==> src/rtl/hls_run_sequencer.sv <==
// Run controller for an HLS top: launches NUM_RUNS start/done runs, times them,
// and checks checksums against run 0 and a golden value. Watchdog: HLS_RUN_TIMEOUT_EN.
module hls_run_sequencer #(
  parameter int DATA_WIDTH     = 32,
  parameter int CNT_WIDTH      = 32,
  parameter int NUM_RUNS       = 4,
  parameter int TIMEOUT_CYCLES = 1000000
) (
  input  logic                  clock,
  input  logic                  reset,
  input  logic                  go,
  input  logic [DATA_WIDTH-1:0] golden_checksum,
  output logic                  dut_start_port,
  input  logic                  dut_done_port,
  input  logic [DATA_WIDTH-1:0] dut_return_port,
  output logic                  busy,
  output logic [7:0]            run_index,
  output logic                  result_valid,
  output logic [DATA_WIDTH-1:0] result_checksum,
  output logic [CNT_WIDTH-1:0]  result_cycles,
  output logic                  finished,
  output logic                  pass,
  output logic                  mismatch_golden,
  output logic                  mismatch_runs,
  output logic                  timeout_flag
);

  generate
    if (NUM_RUNS < 1 || NUM_RUNS > 256 || TIMEOUT_CYCLES < 1) begin : g_bad_cfg
      $error("hls_run_sequencer: NUM_RUNS must be 1..256, TIMEOUT_CYCLES >= 1");
    end
  endgenerate

  typedef enum logic [2:0] {
    S_IDLE, S_START, S_WAIT, S_CAPTURE, S_FINISHED
  } state_t;

  state_t                state;
  logic [CNT_WIDTH-1:0]  cnt;
  logic [CNT_WIDTH-1:0]  cnt_inc;
  logic [DATA_WIDTH-1:0] golden_q;
  logic [DATA_WIDTH-1:0] ref_q;
  logic                  mg_next;
  logic                  mr_next;
  logic                  last_run;

  // latency counter saturates at all-ones
  assign cnt_inc  = (&cnt) ? cnt : cnt + CNT_WIDTH'(1);
  assign last_run = (run_index == 8'(NUM_RUNS - 1));
  assign mr_next  = mismatch_runs |
                    ((run_index != 8'd0) && (result_checksum != ref_q));
  assign mg_next  = mismatch_golden | (result_checksum != golden_q);

`ifdef HLS_RUN_TIMEOUT_EN
  logic to_hit;
  assign to_hit = (cnt_inc >= CNT_WIDTH'(TIMEOUT_CYCLES));
`else
  assign timeout_flag = 1'b0;
`endif

  always_ff @(posedge clock) begin
    if (reset) begin
      state           <= S_IDLE;
      cnt             <= '0;
      golden_q        <= '0;
      ref_q           <= '0;
      dut_start_port  <= 1'b0;
      busy            <= 1'b0;
      run_index       <= 8'd0;
      result_valid    <= 1'b0;
      result_checksum <= '0;
      result_cycles   <= '0;
      finished        <= 1'b0;
      pass            <= 1'b0;
      mismatch_golden <= 1'b0;
      mismatch_runs   <= 1'b0;
`ifdef HLS_RUN_TIMEOUT_EN
      timeout_flag    <= 1'b0;
`endif
    end else begin
      dut_start_port <= 1'b0;
      result_valid   <= 1'b0;
      unique case (state)
        S_IDLE, S_FINISHED: begin
          if (go) begin
            golden_q        <= golden_checksum;
            mismatch_golden <= 1'b0;
            mismatch_runs   <= 1'b0;
`ifdef HLS_RUN_TIMEOUT_EN
            timeout_flag    <= 1'b0;
`endif
            finished        <= 1'b0;
            pass            <= 1'b0;
            run_index       <= 8'd0;
            busy            <= 1'b1;
            dut_start_port  <= 1'b1;
            state           <= S_START;
          end
        end
        S_START: begin
          cnt   <= '0;
          state <= S_WAIT;
        end
        S_WAIT: begin
          cnt <= cnt_inc;
          if (dut_done_port) begin
            result_checksum <= dut_return_port;
            result_cycles   <= cnt_inc;
            result_valid    <= 1'b1;
            state           <= S_CAPTURE;
          end
`ifdef HLS_RUN_TIMEOUT_EN
          else if (to_hit) begin
            timeout_flag  <= 1'b1;
            result_cycles <= CNT_WIDTH'(TIMEOUT_CYCLES);
            busy          <= 1'b0;
            finished      <= 1'b1;
            pass          <= 1'b0;
            state         <= S_FINISHED;
          end
`endif
        end
        S_CAPTURE: begin
          if (run_index == 8'd0) ref_q <= result_checksum;
          mismatch_runs   <= mr_next;
          mismatch_golden <= mg_next;
          if (last_run) begin
            busy     <= 1'b0;
            finished <= 1'b1;
            pass     <= !mg_next && !mr_next && !timeout_flag;
            state    <= S_FINISHED;
          end else begin
            run_index      <= run_index + 8'd1;
            dut_start_port <= 1'b1;
            state          <= S_START;
          end
        end
        default: state <= S_IDLE;
      endcase
    end
  end

endmodule

==> config.mk <==
export PLATFORM = sky130hd
export DESIGN_NAME = hls_run_sequencer
export DESIGN_NICKNAME = d
export VERILOG_FILES = /design/src/rtl/hls_run_sequencer.sv
export SDC_FILE = /design/constraint.sdc
export NUM_CORES = 1
export LEC_CHECK = 0
export ABC_AREA = 1
export BUFFER_PORTS_ARGS = -buffer_cell sky130_fd_sc_hd__buf_2
export CORE_MARGIN = 4
export CORE_UTILIZATION = 25
export CTS_CLUSTER_DIAMETER = 100
export CTS_CLUSTER_SIZE = 28
export DETAILED_ROUTE_END_ITERATION = 10
export PLACE_DENSITY = 0.43
export SYNTH_ARGS = -nofsm -noshare
export SYNTH_HDL_FRONTEND = slang
export SYNTH_SLANG_ARGS = --single-unit
export TNS_END_PERCENT = 30
==> constraint.sdc <==
create_clock -name clock -period 1.7 [get_ports clock]
set_input_delay 0.085 -clock clock [delete_from_list [all_inputs] [get_ports clock]]
set_output_delay 0.085 -clock clock [all_outputs]
set_load 0.02 [all_outputs]
Yosys cells after proc, flatten, opt, wreduce, memory -nomap -nowiden
Index checks and enable logic that the tools add are counted.

operators by class
  multiplexer cells = 23
  $add $sub $neg = 2
  reduce and logical (&&, ||, !) cells = 19
  equality and inequality tests = 11
  bitwise operators = 3

operators by type and width
  operator                 number
  $ne A32 B32 Y1           2
  $pmux W32 S2             1
  $add A32 B1 Y32 const B  1
  $mux W32                 1
  $reduce_and A32 Y1       1
  $mux W8                  2
  $pmux W8 S2              1
  $pmux W1 S2              6
  $pmux W3 S4              1
  $reduce_and A2 Y1        5
  $mux W3                  3
  $add A8 B1 Y8 const B    1
  $eq A8 B2 Y1 const B     1
  $logic_not A8 Y1         1
  $mux W1                  8
  $ne A2 B2 Y1 const B     4
  $reduce_bool A8 Y1       1
  $eq A3 B2 Y1 const B     2
  $reduce_and A3 Y1        2
  $reduce_bool A2 Y1       2
  $reduce_or A2 Y1         2
  $eq A3 B1 Y1 const B     1
  $eq A3 B3 Y1 const B     1
  $logic_not A3 Y1         1
  other kinds (4)          7

storage, ports and cells
  word-level logic and storage cells = 72
  register bits = 178
  output and inout bits = 80

Longest topological paths before layout
  depth in word-level cells = 7
  gate-level depth with buffers = 13
  depth with buffers taken out = 13

Worst setup path after synthesis
Ideal clock, no wire load.

  path type = register -> register
  from = reg run_index[0]
  to = reg run_index[7]
  buffers on the path = 0
  required time = 1.569 ns
  arrival = 1.568 ns
  clock period less this slack = 1.699 ns
  library setup time = 0.131 ns
  setup slack = 0.001 ns
  stages on the path, launching flop included = 11
  cells stage by stage = dfxtp_1 ha_1 inv_1 nor3_1 nor2_1 nor2_4 inv_2 nand2_1 nor2_1 o21ai_1 a21oi_1

between the ends
  word-level cells in the longest chain between the ends = 3

RTL lines
  element                                           line     source
  start, declared                                   17       output logic [7:0] run_index,
  start signal, assigned                            133      run_index <= run_index + 8'd1;
  $add A8 B1 Y8 or $eq A8 B2 Y1 (tied branches)     133, 49
  $mux W8 or $ne A2 B2 Y1 (tied branches)           n/a
  $pmux W8 S2 or $reduce_and A3 Y1 (tied branches)  n/a

Parallel ways exist; a longest one is shown, timed or not. The select of a mux whose other input is x is not followed.
A chain may end at the register's enable or synchronous reset.

Final worst setup path
  from = reg cnt[0]
  to = reg result_cycles[19]

between the ends
  word-level cells in the longest chain between the ends = 2

RTL lines
  element                                                line  source
  start, declared                                        39    logic [CNT_WIDTH-1:0] cnt;
  start signal, assigned                                 105   cnt <= cnt_inc;
  $add A32 B1 Y32 or $reduce_and A32 Y1 (tied branches)  48    assign cnt_inc = (&cnt) ? cnt : cnt + CNT_WIDTH'(1);
  $mux W32 (*)                                           48
  end signal, assigned                                   108   result_cycles <= cnt_inc;
  end, declared                                          20    output logic [CNT_WIDTH-1:0] result_cycles,

Mark *: on every way between the ends. The rest lies on a longest branch, timed or not.

==> impl_metrics.tcl <==
set metrics [dict create \
    outcome "finished, final reports clean" \
    tightest_slew_ns 0.504 \
    synth_seq_cells 178 \
    start_util 0.252 \
    die_width_um 192 \
    setup_violations 0 \
    core_um2 33400 \
    gp_congestion 0.824 \
    drtAntennaViolNets 0 \
    antenna_found_initial 0 \
    cts_buffers 17 \
    rsz0062_at_grt "true" \
    crit_type "register to register" \
    drcViolationCount 0 \
    clk_latency_ns 0.45 \
    fin_crit_ns 1.65 \
    hold_viol 0 \
    overflow 0 \
    grt_pass1_vias 8255 \
    n_fill_cell 3574 \
    cap_viol_max_count 0 \
    max_freq_mhz 606 \
    p_leak_nw 5.36 \
    io_pins 148 \
    n_antenna_cell 0 \
    wl_per_cell_um 14.4 \
    first_iter_violations 419 \
    cts_tree "yes" \
    finalPower_w 0.0119 \
    cp-start-kind "register" \
    grt_pass1_wl_mm 43.4 \
    maxSlewHeadroom 0.664 \
    avgSynthCellArea_um2 7.18 \
    layout_common_cells "nand2_1, dfxtp_1, buf_2" \
    hp-class "primary input to register" \
    power.share.switching 0.334 \
    worstPathMaxFanout 3 \
    drt-pass1-iter-count 5 \
    p_int_w 0.00790 \
    multi_input_area_um2 4300 \
    synth-edff-count 0 \
    p_seq_frac 0.408 \
    fin_crit_sh 0.971 \
    synth-seq-area-share 0.422 \
    fin_area_um2 11900 \
    combPwrFrac 0.237 \
    clock_sinks 178 \
    layout.cells.most_common "nand2_1" \
    cp.required_ns 2.05 \
    syn-instance-count 1175 \
    yosys_warnings 0 \
    cp-end-kind "register" \
    dieArea_um2 36700 \
    synthFlopType "dfxtp_1" \
    fp-row-count 67 \
    drv_slew 0 \
    vias_per_cell 4.35 \
    drive_gt1_frac 0.286 \
    max-vdd-ir-drop_mv 0.763 \
    final_util 0.355 \
    grt_max_degree 68 \
    power.density_nw_per_um2 999 \
    synthDistinctLibCells 42 \
    num_vias 8315 \
    die_h_um 192 \
    place_area_um2 10300 \
    htree_levels 4 \
    io_buffers 146 \
    dp_hpwl_mm 18.9 \
    wl_mm 27.5 \
    nNetsFinal 1523 \
    syn2layout_area_growth_pct 40.8 \
    grtUsageTotal 0.149 \
    async_reset_ff_frac 0 \
    pwr-share-clk 0.355 \
    clk_transition_reported_paths_ns 0.08 \
    fin_worst_skew_ns 0.0156 \
    cp.arrival_ns 2.00 \
    syn_nets 1246 \
    synth_area_um2 8440 \
    cts_root_buffer "clkbuf_16" \
    final-seq-area_um2 3610 \
    clock_path_buffers 2 \
    switchingPower_w 0.00397 \
]
==> synth_stat cells, types with 8 or more instances <==
master	number	area (um^2)
o21bai_1	21	158
inv_1	130	488
a21oi_1	122	611
nand4_1	10	62.6
inv_2	13	48.8
xnor2_1	34	298
dfxtp_1	178	3560
o21ai_0	121	606
buf_2	14	70.1
nor2_4	8	90.1
clkbuf_1	34	128
o21ai_1	21	105
nand3_2	24	240
nor2_1	109	409
nand2_1	239	897
nand2_2	8	50.1
nand3_1	17	85.1
nor3_1	16	80.1
==> area by class of cell <==
class,instances,share of cell area
clock buffers,17,0.0358
clock inverters,15,0.0158
inverters,144,0.0459
multi-input cells,800,0.362
flip-flops and latches,178,0.304
well taps,448,0.0472
repair buffers,311,0.190
==> critical path, stage by stage, from the launching register on <==
cell	delay (ns)
dfxtp_4	0.37
buf_4	0.12
nand3_4	0.10
nor2_4	0.18
nand2_4	0.09
nor3_2	0.13
buf_4	0.16
xor2_1	0.15
nand2_1	0.08
o21bai_1	0.12
inv_1	0.05
==> worst paths after layout <==
kind | startpoint | end | slack [ns] | depth (start not counted)
hold reg to reg | golden_q[16]$_SDFFE_PP0P_ | golden_q[16]$_SDFFE_PP0P_ | 0.47 | 2
setup reg to reg | cnt[0]$_SDFFE_PP0N_ | result_cycles[19]$_SDFFE_PP0P_ | 0.05 | 10
hold / removal | go | state[2]$_SDFFE_PP0P_ | 0.03 | 4
setup / recovery | cnt[0]$_SDFFE_PP0N_ | result_cycles[19]$_SDFFE_PP0P_ | 0.05 | 10
==> per-stage QoR <==
step                      hold slack (ns)  TNS (ns)  setup WS [ns]  cells
after floorplan                     0.220         0       0.000908   1175
after global placement              0.322     -1.25        -0.0699   1807
after detailed placement            0.318     -2.19         -0.123   1807
after CTS                        0.000448   -0.0180        -0.0180   1907
after global routing               0.0408    -0.825        -0.0709   1913
final                              0.0262         0         0.0498   1913
==> cells by family after synthesis <==
kind of cell / synth area share
buf+inv: 0.0930
flops: 0.422
fa+ha+maj: 0.00445
simple gates: 0.249
xor+xnor: 0.0426
compound gates: 0.188
other cells: 0.000445
==> flip-flops by register name, indices dropped and copies added (netlist names) <==
register,flops
dut_start_port,1
mismatch_runs,1
ref_q,32
result_checksum,32
finished,1
pass,1
cnt,32
busy,1
mismatch_golden,1
golden_q,32
run_index,8
result_cycles,32
state,3
result_valid,1
==> repair_timing <==
item / 4_1_cts / 5_1_grt
buffers inserted: 2 / 5
pin swaps: 1 / 24
hold buffers: 66 / 0
hold endpoints to repair: 68 / 0
setup endpoints to repair: 44 / 96
gates resized for setup: 11 / 81
gates cloned: 0 / 1
==> power by group through the flow <==
| stage | logic (W) | clock network (W) | registers [W] |
|---|---|---|---|
| 6_report | 0.00282 | 0.00421 | 0.00483 |
| 5_1_grt | 0.00318 | 0.00452 | 0.00488 |
| 4_1_cts | 0.00280 | 0.00438 | 0.00484 |
| 3_5_place_dp | 0.00265 | 0 | 0.00493 |
| 3_3_place_gp | 0.00265 | 0 | 0.00493 |
| 2_1_floorplan | 0.00144 | 0 | 0.00510 |
==> metal layers <==
metal / GRT usage / share of wire / vias up
met2: 0.253 / 0.48 / 137
met3: 0.0344 / 0.045 / 22
met1: 0.190 / 0.46 / 3835
li1: - / - / 4321
met4: 0.0378 / 0.012 / 0
met5: 0 / 0 / -
Note: power is estimated with default switching activity, not from simulation.
